[src/rtl/ahb_slave_ctrl.sv]
// ahb_slave_ctrl
// AHB-Lite slave control stage. It registers the address phase (HADDR, HWRITE,
// HSIZE) into the data phase. It drives the size-control stage
// (size_enable/size_hsize) and issues one write request to the write buffer or
// one read request to the read port per data phase. It inserts HREADYOUT wait
// states and produces the two-cycle ERROR response for illegal sizes and
// misaligned addresses.
//
// Ports
//   HCLK, HRESET          bus clock, asynchronous active-high reset
//   HSEL, HADDR, HTRANS,
//   HWRITE, HSIZE, HREADY AHB address-phase inputs
//   HREADYOUT, HRESP      slave ready / response (0 OKAY, 1 ERROR)
//   HRDATA                read data, pass-through of rd_data
//   size_enable,
//   size_hsize            enable and registered size to the size-control stage
//   size_error            illegal-size flag returned by the size-control stage
//   wr_valid, wr_addr,
//   buf_ready             write request handshake with the write buffer
//   rd_req, rd_addr,
//   rd_data, rd_valid     read request handshake with the read port
module ahb_slave_ctrl #(
    parameter int ADDR_W = 32
) (
    input  logic              HCLK,
    input  logic              HRESET,
    input  logic              HSEL,
    input  logic [ADDR_W-1:0] HADDR,
    input  logic [1:0]        HTRANS,
    input  logic              HWRITE,
    input  logic [2:0]        HSIZE,
    input  logic              HREADY,
    output logic              HREADYOUT,
    output logic              HRESP,
    output logic [127:0]      HRDATA,
    output logic              size_enable,
    output logic [2:0]        size_hsize,
    input  logic              size_error,
    output logic              wr_valid,
    output logic [ADDR_W-1:0] wr_addr,
    input  logic              buf_ready,
    output logic              rd_req,
    output logic [ADDR_W-1:0] rd_addr,
    input  logic [127:0]      rd_data,
    input  logic              rd_valid
);

    typedef enum logic [1:0] {
        ST_IDLE = 2'b00,
        ST_DATA = 2'b01,
        ST_ERR  = 2'b10
    } state_t;

    state_t            r_state;
    state_t            w_next;
    logic [ADDR_W-1:0] r_addr;
    logic              r_write;
    logic [2:0]        r_size;
    logic              w_acc;
    logic              w_misalign;
    logic              w_err;
    logic              w_done;

    // Low-address-bit mask that must be zero for a transfer of the given size.
    function automatic logic [3:0] size_mask(input logic [2:0] sz);
        logic [3:0] m;
        case (sz)
            3'd0:    m = 4'h0;
            3'd1:    m = 4'h1;
            3'd2:    m = 4'h3;
            3'd3:    m = 4'h7;
            3'd4:    m = 4'hF;
            default: m = 4'h0;
        endcase
        return m;
    endfunction

    assign w_acc      = HSEL & HTRANS[1] & HREADY;
    // Sizes above 4 are flagged by the size-control stage, so only the
    // alignment of legal sizes is checked here.
    assign w_misalign = (r_size <= 3'd4) && ((r_addr[3:0] & size_mask(r_size)) != 4'd0);
    assign w_err      = size_error | w_misalign;

    assign size_hsize = r_size;
    assign wr_addr    = r_addr;
    assign rd_addr    = r_addr;
    assign HRDATA     = rd_data;

    // State register.
    always_ff @(posedge HCLK or posedge HRESET) begin
        if (HRESET) begin
            r_state <= ST_IDLE;
        end else begin
            r_state <= w_next;
        end
    end

    // Address-phase capture; loads only when a transfer is accepted.
    always_ff @(posedge HCLK or posedge HRESET) begin
        if (HRESET) begin
            r_addr  <= '0;
            r_write <= 1'b0;
            r_size  <= 3'd0;
        end else if (w_acc) begin
            r_addr  <= HADDR;
            r_write <= HWRITE;
            r_size  <= HSIZE;
        end
    end

    // Next-state and data-phase outputs.
    always_comb begin
        w_next      = ST_IDLE;
        HREADYOUT   = 1'b1;
        HRESP       = 1'b0;
        size_enable = 1'b0;
        wr_valid    = 1'b0;
        rd_req      = 1'b0;
        w_done      = 1'b0;
        case (r_state)
            ST_IDLE: begin
                w_next = w_acc ? ST_DATA : ST_IDLE;
            end
            ST_DATA: begin
                // Enabled for reads too so size_error is valid for every transfer.
                size_enable = 1'b1;
                if (w_err) begin
                    HREADYOUT = 1'b0;
                    HRESP     = 1'b1;
                    w_next    = ST_ERR;
                end else begin
                    if (r_write) begin
                        wr_valid = 1'b1;
                        w_done   = buf_ready;
                    end else begin
                        rd_req = 1'b1;
                        w_done = rd_valid;
                    end
                    HREADYOUT = w_done;
                    if (!w_done) begin
                        w_next = ST_DATA;
                    end else begin
                        w_next = w_acc ? ST_DATA : ST_IDLE;
                    end
                end
            end
            ST_ERR: begin
                HRESP  = 1'b1;
                w_next = w_acc ? ST_DATA : ST_IDLE;
            end
            default: begin
                w_next = ST_IDLE;
            end
        endcase
    end

endmodule
[config.mk]
export PLATFORM = sky130hd
export DESIGN_NAME = ahb_slave_ctrl
export DESIGN_NICKNAME = d
export VERILOG_FILES = /design/src/rtl/ahb_slave_ctrl.sv
export SDC_FILE = /design/constraint.sdc
export NUM_CORES = 1
export LEC_CHECK = 0
export CAP_MARGIN = 25
export CELL_PAD_IN_SITES_DETAIL_PLACEMENT = 0
export CELL_PAD_IN_SITES_GLOBAL_PLACEMENT = 1
export CORE_AREA = 5 5 143 145
export DETAILED_ROUTE_END_ITERATION = 16
export DIE_AREA = 0 0 148 150
export GPL_ROUTABILITY_DRIVEN = 0
export PLACE_DENSITY_LB_ADDON = 0.1
export RECOVER_POWER = 25
export SYNTH_ARGS = -nofsm -noshare
export SYNTH_HDL_FRONTEND = slang
export SYNTH_SLANG_ARGS = --single-unit
[constraint.sdc]
create_clock -name HCLK -period 2.19 [get_ports HCLK]
set_input_delay 0.3285 -clock HCLK [delete_from_list [all_inputs] [get_ports HCLK]]
set_output_delay 0.3285 -clock HCLK [all_outputs]
set_load 0.005 [all_outputs]
==> key figures <==
Placed design
  • DP Wirelength: around 6 mm
  • Input/output buffers: 115
  • DP Cell Count: between 400 and 500

Pwr
  • Pwr/cell area: ~780 mW/mm^2
  • Int Pwr: around 1.9 mW
  • Worst vdd ir: 0.2472 mV
  • Power share of the combinational group: roughly 34%
  • Seq pwr share: roughly 37%
  • Leak: around 1.3 nW
  • Switching share of power: 27.35%
  • Clock share of power: 28.7%
  • Sw power: 0.7000 mW

STA
  • # setup viols final: 0
  • Final Max Tran Viols: 0
  • Fin. Hold Viols: 0
  • Max-Slew Margin vs Limit: about three fifths
  • F_max: 482.5 MHz
  • RSZ-0062 raised after global routing: no
  • Final min period: approximately 2100 ps
  • Slew @ Worst Pin: just over 600 ps
  • Clk_skew: roughly 1.1 ps
  • Ratio of final minimum period to clock period: a little over nine tenths

Setup path
  • Cell family with most CP delay: compound AO/OA/AOI/OAI gates
  • Worst EP arrival: approximately 1700 ps
  • Worst path max stage delay: approximately 440 ps
  • Critical path cell sequence: o41ai_4, a32oi_4, a22o_1, dlygate4sd2_1
  • Critical path class: reg -> out
  • Setup crit end kind: primary output
  • Worst-path fanout max: 5
  • Crit path required time: around 1900 ps
  • Crit path max-delay cell type: o41ai_4
  • CP startpoint kind: register
  • Worst path buffer plus inverter count: 1

Yosys
  • Mapped cell area: approximately 0.0028 sq mm
  • Syn Inst Count: about 270
  • Top_reg_cell synth: dfrtp_1
  • Flops & latches, synth: 38
  • Share of the synthesized area in the top cell type: a little over two fifths
  • Syn avg cell area: 10.59 sq um
  • Cell taking the most area after synthesis: buf_4
  • Most common cell in the netlist: buf_4
  • Yosys cell types: 24
  • Post-synth EDFFs: 0
  • Async SR Flop Fraction: 100.0%
  • Post-synth top cells: 160 x buf_4, 38 x dfrtp_1, 36 x mux2_2
  • Yosys warnings: 0
  • Syn nets: about 440
  • Sequential share of the synthesized area: between 30% and 40%
  • Largest cells by area after synthesis: buf_4 43%, dfrtp_1 34%, mux2_2 14%

Routing
  • Wire per inst: around 17 um
  • Number of remaining DRC errors: 0
  • Vias: between 1500 and 2000
  • Final wirelength: 7.927 mm
  • DRT iter0 DRCs: 23
  • Vias per cell: approximately 3.2
  • First drt pass iteration count: 4
  • Final antenna-violating net count: 0

GRT
  • Largest net degree at the start of global routing: 29
  • Gr usage total: 7.083%
  • Global routing met3 resource utilization: 2.998%
  • GRT met1 Usage: 6.058%
  • Vias in the first global route: about 1800
  • Met2 GRT Util: between 10% and 20%
  • Gr busiest metal: met2
  • Initial antenna violation count: 0
  • Global route overflow: 0
  • First-pass GRT wire length: ~11 mm

Clocking
  • CTS tree: done
  • CTS buffer count: 5
  • Root buf cell: clkbuf_16
  • CTS sink count: 38
  • Clk buf depth: 2
  • H-Tree Depth: 2
  • Clock transition at path regs: approximately 60 ps
  • Clock Latency Late Sink: slightly below 300 ps

Floorplanning
  • Die area: ~0.022 sq mm
  • DIE HEIGHT: around 150 um
  • Io pins: approximately 370
  • Initial Util: between 10% and 20%
  • Row count: 51
  • Core box area: 0.01908 sq mm
  • Die Wd: 148 um

Flow run
  • Max-cap violation count: 0

Final layout
  • Layout cell share with drive strength beyond 1: between 20% and 30%
  • Final Non-Filler Cells: around 470
  • Final Util: between 10% and 20%
  • Fillers: between 2000 and 2500
  • Area Overhead vs Synth: 16.64%
  • Antenna cell count: 0
  • Final #Nets: between 400 and 500

Min path
  • HP Class: reg -> reg

Run status
  • Outcome: completed
placed cells by master, fill, tap and decap left out, drive strengths merged:
cell | netlist | final
o41ai | 1 | 1
a311oi | 1 | 1
a32oi | 1 | 1
nor2b | 1 | 1
mux2 | 36 | 36
nor3b | 1 | 1
nand3 | 2 | 2
a22o | 1 | 1
buf | 163 | 9
o21bai | 1 | 1
ha | 4 | 4
and2 | 2 | 2
nand4 | 1 | 1
mux2i | 1 | 1
nand2 | 1 | 1
clkinv | 0 | 2
dfrtp | 38 | 38
clkdlybuf4s50 | 0 | 110
dlygate4sd2 | 0 | 4
inv | 3 | 3
dlygate4sd3 | 0 | 1
o21ai | 2 | 2
nor2 | 2 | 2
a31oi | 1 | 1
and3b | 1 | 1
a21o | 1 | 1
clkbuf | 0 | 5
kinds of logic (layout without fill, tap and decap cells):
kind of cell | after synthesis | in the layout | synth area share, %
AOI/OAI and AO/OA | 9 | 9 | 2.677
and+or+nand+nor | 11 | 11 | 2.409
adders and majority gates | 4 | 4 | 1.784
muxes | 37 | 37 | 14.81
DFF | 38 | 38 | 33.90
buffers and inverters | 166 | 134 | 44.42
worst register-to-register path: cells and delay by family, from the launching register on:
| family | cells | cell delay (ps) |
|---|---|---|
| AO/OA/AOI/OAI | 2 | 700 |
| AND/OR/NAND/NOR | 1 | 60 |
| flip-flops | 1 | 430 |
| buffers and inverters | 2 | 260 |
metal layers:
layer  part of all wire (%)  wire (um)  up-vias
li1                       -          -      638
met1                     31       2431      731
met2                     53       4199       96
met3                     10        792       60
met4                    6.3        503        0
met5                      0          0        -
layout make-up:
| cell class | count | area [sq um] | area share (%) |
|---|---|---|---|
| clock buffers | 5 | 125.1 | 3.824 |
| clock inverters | 2 | 10.01 | 0.3059 |
| inverters | 3 | 11.26 | 0.3442 |
| multi-input cells | 61 | 645.6 | 19.73 |
| flip-flops and latches | 38 | 955.9 | 29.22 |
| well taps | 238 | 297.8 | 9.101 |
| repair buffers | 124 | 1226 | 37.48 |
through the flow:
step / area (sq um) / TNS, ps / total power, mW / hold slack [ps] / setup WS [ps]
2_1_floorplan: 2805 / 0 / 1.492 / 479.0 / 697.3
3_3_place_gp: 3062 / -263.8 / 1.824 / 523.9 / -133.8
3_5_place_dp: 3062 / -223.9 / 1.811 / 520.7 / -115.4
4_1_cts: 3272 / 0 / 2.662 / 332.8 / 81.28
5_1_grt: 3272 / 0 / 2.739 / 573.4 / 18.61
6_report: 3272 / 0 / 2.559 / 538.2 / 117.4
power groups by stage:
stage | Clock (mW) | Sequential, mW | Combinational (mW)
after detailed placement | 0 | 0.969 | 0.842
after global placement | 0 | 0.967 | 0.856
after global routing | 0.817 | 0.986 | 0.937
after CTS | 0.800 | 0.964 | 0.898
after floorplan | 0 | 0.949 | 0.543
final | 0.735 | 0.957 | 0.867
worst paths after layout:
path | end | slack [ps] | cells after the start | start
min reg2reg | rd_addr[17] | 540 | 1 | rd_addr[17]
max reg2reg | r_state[0] | 640 | 5 | rd_addr[3]
min | rd_addr[17] | 540 | 1 | rd_addr[17]
max in group asynchronous | rd_addr[2] | 1030 | 3 | HRESET
min in group asynchronous | rd_addr[18] | 550 | 2 | HRESET
max | HRESP | 120 | 4 | rd_addr[3]
registers in the layout, indices dropped and copies added, names as in the netlist:
register    flops
rd_addr        32
size_hsize      3
r_state         2
r_write         1
what timing repair did:
item | 4_1_cts | 5_1_grt
resized for setup | 15 | 0
endpoints found under the setup margin | 4 | 0
buffers inserted | 5 | 0
hold buffers | 0 | 0
Note: power is estimated with default switching activity, not from simulation.
